## src/rtl/calcn_engine.sv

```systemverilog
// Multi-port calculator: per-port two-beat operand capture into a request FIFO,
// shared round-robin arithmetic and shift units, registered per-port responses.
module calcn_engine #(
  parameter int NUM_PORTS = 4,
  parameter int DATA_W    = 32,
  parameter int DEPTH     = 2
) (
  input  logic                          c_clk,
  input  logic                          reset,
  input  logic [NUM_PORTS*4-1:0]        req_cmd_in,
  input  logic [NUM_PORTS*DATA_W-1:0]   req_data_in,
  output logic [NUM_PORTS*2-1:0]        out_resp,
  output logic [NUM_PORTS*DATA_W-1:0]   out_data
);

  localparam int PW = (DEPTH > 1) ? $clog2(DEPTH) : 1;
  localparam int CW = $clog2(DEPTH + 1);
  localparam int IW = (NUM_PORTS > 1) ? $clog2(NUM_PORTS) : 1;
  localparam int SW = $clog2(DATA_W);

  localparam logic [3:0] CMD_ADD = 4'd1;
  localparam logic [3:0] CMD_SUB = 4'd2;
  localparam logic [3:0] CMD_LSH = 4'd5;
  localparam logic [3:0] CMD_RSH = 4'd6;

  typedef enum logic {S_IDLE, S_OP2} cap_state_t;

  cap_state_t           cap_state [NUM_PORTS];
  logic [3:0]           cap_cmd   [NUM_PORTS];
  logic [DATA_W-1:0]    cap_op1   [NUM_PORTS];
  logic [3:0]           q_cmd     [NUM_PORTS][DEPTH];
  logic [DATA_W-1:0]    q_op1     [NUM_PORTS][DEPTH];
  logic [DATA_W-1:0]    q_op2     [NUM_PORTS][DEPTH];
  logic [PW-1:0]        rd_ptr    [NUM_PORTS];
  logic [PW-1:0]        wr_ptr    [NUM_PORTS];
  logic [CW-1:0]        count     [NUM_PORTS];
  logic [NUM_PORTS-1:0] err_pend;
  logic [IW-1:0]        rr_arith;
  logic [IW-1:0]        rr_shift;

  logic [3:0]           head_cmd  [NUM_PORTS];
  logic [DATA_W-1:0]    head_op1  [NUM_PORTS];
  logic [DATA_W-1:0]    head_op2  [NUM_PORTS];
  logic [DATA_W:0]      head_sum  [NUM_PORTS];
  logic [1:0]           res_code  [NUM_PORTS];
  logic [DATA_W-1:0]    res_data  [NUM_PORTS];
  logic [NUM_PORTS-1:0] want_arith, want_shift, head_invalid;
  logic [NUM_PORTS-1:0] grant_arith, grant_shift, pop, push, push_ok;

  // First requester at or after ptr, wrapping modulo NUM_PORTS.
  function automatic logic [NUM_PORTS-1:0] rr_pick(input logic [NUM_PORTS-1:0] want,
                                                   input logic [IW-1:0] ptr);
    logic [NUM_PORTS-1:0] gnt;
    logic                 found;
    logic [IW:0]          pos;
    gnt   = '0;
    found = 1'b0;
    for (int unsigned i = 0; i < NUM_PORTS; i++) begin
      pos = {1'b0, ptr} + (IW+1)'(i);
      if (pos >= (IW+1)'(NUM_PORTS)) pos = pos - (IW+1)'(NUM_PORTS);
      if (!found && want[pos[IW-1:0]]) begin
        gnt[pos[IW-1:0]] = 1'b1;
        found            = 1'b1;
      end
    end
    return gnt;
  endfunction

  always_comb begin
    want_arith   = '0;
    want_shift   = '0;
    head_invalid = '0;
    for (int unsigned p = 0; p < NUM_PORTS; p++) begin
      head_cmd[p] = q_cmd[p][rd_ptr[p]];
      head_op1[p] = q_op1[p][rd_ptr[p]];
      head_op2[p] = q_op2[p][rd_ptr[p]];
      head_sum[p] = {1'b0, head_op1[p]} + {1'b0, head_op2[p]};
      res_code[p] = 2'd2;
      res_data[p] = '0;
      case (head_cmd[p])
        CMD_ADD: begin
          want_arith[p] = (count[p] != '0);
          if (!head_sum[p][DATA_W]) begin
            res_code[p] = 2'd1;
            res_data[p] = head_sum[p][DATA_W-1:0];
          end
        end
        CMD_SUB: begin
          want_arith[p] = (count[p] != '0);
          if (head_op2[p] <= head_op1[p]) begin
            res_code[p] = 2'd1;
            res_data[p] = head_op1[p] - head_op2[p];
          end
        end
        CMD_LSH: begin
          want_shift[p] = (count[p] != '0);
          res_code[p]   = 2'd1;
          res_data[p]   = head_op1[p] << head_op2[p][SW-1:0];
        end
        CMD_RSH: begin
          want_shift[p] = (count[p] != '0);
          res_code[p]   = 2'd1;
          res_data[p]   = head_op1[p] >> head_op2[p][SW-1:0];
        end
        default: head_invalid[p] = (count[p] != '0);
      endcase
    end
  end

  assign grant_arith = rr_pick(want_arith, rr_arith);
  assign grant_shift = rr_pick(want_shift, rr_shift);
  assign pop         = grant_arith | grant_shift | head_invalid;

  // A full FIFO still accepts when its head leaves in the same cycle.
  always_comb begin
    push    = '0;
    push_ok = '0;
    for (int unsigned p = 0; p < NUM_PORTS; p++) begin
      push[p]    = (cap_state[p] == S_OP2);
      push_ok[p] = push[p] && ((count[p] < CW'(DEPTH)) || pop[p]);
    end
  end

  always_ff @(posedge c_clk) begin
    if (reset) begin
      for (int unsigned p = 0; p < NUM_PORTS; p++) begin
        cap_state[p] <= S_IDLE;
        cap_cmd[p]   <= '0;
        cap_op1[p]   <= '0;
        rd_ptr[p]    <= '0;
        wr_ptr[p]    <= '0;
        count[p]     <= '0;
      end
      err_pend <= '0;
      rr_arith <= '0;
      rr_shift <= '0;
      out_resp <= '0;
      out_data <= '0;
    end else begin
      for (int unsigned p = 0; p < NUM_PORTS; p++) begin
        case (cap_state[p])
          S_IDLE: begin
            if (req_cmd_in[p*4 +: 4] != 4'd0) begin
              cap_state[p] <= S_OP2;
              cap_cmd[p]   <= req_cmd_in[p*4 +: 4];
              cap_op1[p]   <= req_data_in[p*DATA_W +: DATA_W];
            end
          end
          default: cap_state[p] <= S_IDLE;
        endcase

        if (push_ok[p]) begin
          q_cmd[p][wr_ptr[p]] <= cap_cmd[p];
          q_op1[p][wr_ptr[p]] <= cap_op1[p];
          q_op2[p][wr_ptr[p]] <= req_data_in[p*DATA_W +: DATA_W];
          wr_ptr[p] <= (wr_ptr[p] == PW'(DEPTH-1)) ? '0 : wr_ptr[p] + 1'b1;
        end
        if (pop[p])
          rd_ptr[p] <= (rd_ptr[p] == PW'(DEPTH-1)) ? '0 : rd_ptr[p] + 1'b1;
        if (push_ok[p] && !pop[p])
          count[p] <= count[p] + 1'b1;
        else if (!push_ok[p] && pop[p])
          count[p] <= count[p] - 1'b1;

        // Normal responses take priority; a pending drop error waits for a free slot.
        if (pop[p]) begin
          out_resp[p*2 +: 2]           <= res_code[p];
          out_data[p*DATA_W +: DATA_W] <= res_data[p];
        end else if (err_pend[p]) begin
          out_resp[p*2 +: 2]           <= 2'd3;
          out_data[p*DATA_W +: DATA_W] <= '0;
        end else begin
          out_resp[p*2 +: 2]           <= 2'd0;
          out_data[p*DATA_W +: DATA_W] <= '0;
        end
        err_pend[p] <= (err_pend[p] & pop[p]) | (push[p] & ~push_ok[p]);

        if (grant_arith[p])
          rr_arith <= (p == NUM_PORTS - 1) ? '0 : IW'(p + 1);
        if (grant_shift[p])
          rr_shift <= (p == NUM_PORTS - 1) ? '0 : IW'(p + 1);
      end
    end
  end

endmodule

```

## config.mk

```make
export PLATFORM = sky130hd
export DESIGN_NAME = calcn_engine
export DESIGN_NICKNAME = d
export VERILOG_FILES = /design/src/rtl/calcn_engine.sv
export SDC_FILE = /design/constraint.sdc
export NUM_CORES = 2
export LEC_CHECK = 0
export ABC_AREA = 0
export CAP_MARGIN = 20
export CORE_AREA = 10 10 426 304
export CTS_CLUSTER_SIZE = 14
export DETAILED_ROUTE_END_ITERATION = 10
export DIE_AREA = 0 0 436 314
export PLACE_DENSITY_LB_ADDON = 0.05
export SLEW_MARGIN = 20
export SYNTH_ARGS = -nofsm -noshare
export SYNTH_HDL_FRONTEND = slang
export SYNTH_SLANG_ARGS = --single-unit
```

## constraint.sdc

```tcl
create_clock -name c_clk -period 20.7 [get_ports c_clk]
set_input_delay 4.14 -clock c_clk [delete_from_list [all_inputs] [get_ports c_clk]]
set_output_delay 4.14 -clock c_clk [all_outputs]
set_load 0.03 [all_outputs]
```

==> results.toml <==
[power]
power.density_mw_per_mm2 = 134
ir_worst_vdd_mv = 0.0914
switchingPower_mw = 4.07
power.total_mw = 8.55
p_seq_share_pct = 24.4
switching_share_pct = 47.5
p_leak_nw = 23.6
combinationalPowerShare_pct = 57.1
internal_power_mw = 4.49
p_clk_share_pct = 18.5

[place]
dpl.cell_count = 7834
place_ws_ns = 14.13
port_buffers = 281
gp_congestion = 0.987
place_hpwl_um = 148000

[worst_setup_path]
rrSetupSlack_ns = 14.21
cp_data_required_time_ns = 21.36
r2r-start = "rd_ptr[1]"
r2r-end = "out_data[46]"
crit_end = "out_data[46]"
cp-start-kind = "flop"
startpoint = "rd_ptr[1]"
critPathCaptureType = "flop"
crit_type = "reg -> reg"
critical_path_arrival_ns = 7.15
ff2ff_path_depth = 16
cp_max_fo = 53

[clock_tree]
htreeDepth = 3
clk_latency_ns = 0.74
cts_max_path_buffers = 3
cts.sinks = 852
cts_setup_buffers = 0
path_clk_slew_ns = 0.06
cts_resized = 0
clockRootBuffer = "clkbuf_16"
cts_buffers = 86
holdBufCountCts = 0
cts_tree = "built"

[global_route]
overflow = 0
grt_max_degree = 77
grt_pass1_wl_um = 297000
grtUsageTotal_pct = 27.7
antenna_found_initial = 7
grt_pass1_vias = 45600

[synth]
synth_edf_count = 705
ys_seq_area_share_pct = 42.7
ys_ff_latch = 852
ys_types = 99
synth_area_mm2 = 0.0565
ys.flop_type = "edfxtp_1"
syn_nets = 6637
syn_area_per_cell_um2 = 9.10
async_reset_ff_share_pct = 0
syn_inst = 6210
yosys_warnings = 0

[die]
core_area_mm2 = 0.121
die_y_um = 314
initial_utilization_pct = 46.7
die_w_um = 436
io_pins = 282
dieArea_mm2 = 0.137
rows = 107

[sta]
worst_slew_pin_slew_ns = 1.26
fin_ws_ns = 14.21
rsz0062_at_grt = "false"
tns_ns = 0
fmax_ghz = 0.154
hold_slack_ns = 0.429
final_max_slew_viol_count = 0
slew_headroom_pct = 15.0
setup_violations = 0
clock_skew_ns = 0.0314
fin_crit_sh_pct = 31.4
hold_violations = 0
finalCriticalPeriod_ns = 6.49

[detailed_routing]
ant_nets = 0
vias = 49900
wl_um = 199000
dr.first_iter.drc_count = 6587
first_pass_iters = 6
routedWlPerCell_um = 24.9
vias_per_cell = 6.23
drc_errors = 0

[layout]
seq_area_mm2 = 0.0241
n_fill_cell = 11400
drive_above_1_share_pct = 7.00
multi_input_area_mm2 = 0.0301
final_nets = 6714
stdcell_count = 8000
syn_to_final_growth_pct = 12.9

[hold_path]
whs_path_depth = 0
hp-class = "reg -> reg"

[job]
maxCapViolations = 0

[run_status]
outcome = "complete, no violations"
## layout make-up
| class | instances | share of cell area [%] |
|---|---|---|
| inverter | 321 | 1.89 |
| clock buffer | 109 | 3.62 |
| antenna | 5 | 0.0196 |
| sequential | 852 | 37.8 |
| timing repair buffer | 372 | 5.49 |
| clock inverter | 52 | 0.797 |
| tap | 1635 | 3.21 |
| multi-input combinational | 4654 | 47.2 |
## cell families after synthesis
logic type	count (synthesis)	synth area share [%]
muxes	394	7.32
xor gates and xnor gates	96	1.49
DFF	852	42.7
adders and majority gates	281	6.33
buffers and inverters	704	4.79
and+or+nand+nor	1981	15.9
AOI/OAI and AO/OA	1902	21.5
## synthesized netlist by cell type, types with 50 or more instances
| cell | instances | area [um2] |
|---|---|---|
| and2_1 | 163 | 1020 |
| o21ai_0 | 399 | 2000 |
| buf_1 | 50 | 188 |
| nand3_1 | 69 | 345 |
| o21bai_1 | 66 | 495 |
| dfxtp_1 | 147 | 2940 |
| a211oi_1 | 83 | 623 |
| a221oi_1 | 54 | 473 |
| clkbuf_1 | 301 | 1130 |
| nor2_1 | 758 | 2850 |
| nand2_1 | 533 | 2000 |
| mux2_2 | 105 | 1180 |
| inv_1 | 312 | 1170 |
| nand2b_1 | 53 | 332 |
| o211ai_1 | 70 | 526 |
| a31oi_1 | 79 | 494 |
| xnor2_1 | 80 | 701 |
| o22ai_1 | 112 | 701 |
| nor3_1 | 161 | 806 |
| a21oi_1 | 583 | 2920 |
| edfxtp_1 | 705 | 21200 |
| ha_1 | 273 | 3420 |
| mux2i_1 | 284 | 2840 |
| a22oi_1 | 50 | 375 |
| a21o_1 | 61 | 458 |
## how the worst min path moves through the flow
stage | start | to | slack (ns)
floorplan | cap_cmd[0][0] | q_cmd[0][0] | 0.42
global placement | cap_op1[2][11] | q_op1[2][11] | 0.42
global route | cap_op1[1][7] | q_op1[1][7] | 0.45
CTS | cap_op1[0][7] | q_op1[0][39] | 0.43
detailed placement | cap_op1[3][22] | q_op1[3][54] | 0.43
finish | cap_op1[0][7] | q_op1[0][39] | 0.43
## cell usage in the layout, fill, tap and decap left out, types with 33 or more instances in the layout
| cell | synthesis | routed |
|---|---|---|
| a211oi_1 | 83 | 83 |
| a21o_1 | 61 | 61 |
| a21oi_1 | 583 | 583 |
| a221o_1 | 36 | 36 |
| a221oi_1 | 54 | 54 |
| a22oi_1 | 50 | 50 |
| a31oi_1 | 79 | 79 |
| and2_1 | 163 | 163 |
| buf_4 | 2 | 90 |
| clkbuf_16 | 0 | 86 |
| clkdlybuf4s50_1 | 0 | 280 |
| dfxtp_1 | 147 | 147 |
| edfxtp_1 | 705 | 705 |
| ha_1 | 273 | 273 |
| inv_1 | 312 | 311 |
| mux2_2 | 105 | 105 |
| mux2i_1 | 284 | 266 |
| nand2_1 | 533 | 533 |
| nand2b_1 | 53 | 53 |
| nand3_1 | 69 | 69 |
| nor2_1 | 758 | 758 |
| nor3_1 | 161 | 153 |
| o211ai_1 | 70 | 70 |
| o21a_1 | 33 | 33 |
| o21ai_0 | 399 | 395 |
| o21bai_1 | 66 | 66 |
| o221ai_1 | 33 | 33 |
| o22ai_1 | 112 | 112 |
| or2_2 | 35 | 35 |
| xnor2_1 | 80 | 80 |
## layer usage
metal  GRT usage [%]  up-vias  routed length (um)
met5               0        -                  13
li1                -    23000                   -
met1            42.9    24100               93900
met3            5.14      273               18600
met2            38.7     2502               81200
met4            7.89        2                5760
## power by group through the flow
stage / Sequential (mW) / Combinational (mW) / Clock (mW)
finish: 2.09 / 4.89 / 1.58
CTS: 2.09 / 4.73 / 1.61
global placement: 2.12 / 4.73 / 0
floorplan: 2.13 / 3.34 / 0
global route: 2.10 / 5.28 / 1.68
detailed placement: 2.13 / 4.71 / 0
## worst max-delay path, stage by stage, from the launching register on
cell       delay (ns)
edfxtp_1         0.43
buf_4            0.66
mux2i_4          0.34
buf_4            0.47
clkinv_1         0.13
buf_4            0.34
ha_1             0.31
a221oi_1         0.50
a2111o_1         0.31
a31oi_2          0.22
a2111oi_2        0.57
nor2_1           0.21
a211oi_1         0.33
nand3_1          0.69
o211ai_1         0.44
nand2_1          0.10
a31oi_1          0.17
## through the flow
| stage | util (%) | instance area, um2 |
|---|---|---|
| 4_1_cts | 52.7 | 63800 |
| 5_1_grt | 52.7 | 63800 |
| 6_report | 52.7 | 63800 |
| 3_3_place_gp | 50.4 | 60900 |
| 3_5_place_dp | 50.4 | 60900 |
| 2_1_floorplan | - | 56500 |
## registers in the layout, summed over array words and instances (netlist names), 8 cells and up
register  count
cap_cmd      16
count         8
out_resp      8
q_op1       256
q_cmd        32
out_data    128
cap_op1     128
q_op2       256
(Power assumes the default switching activity.)
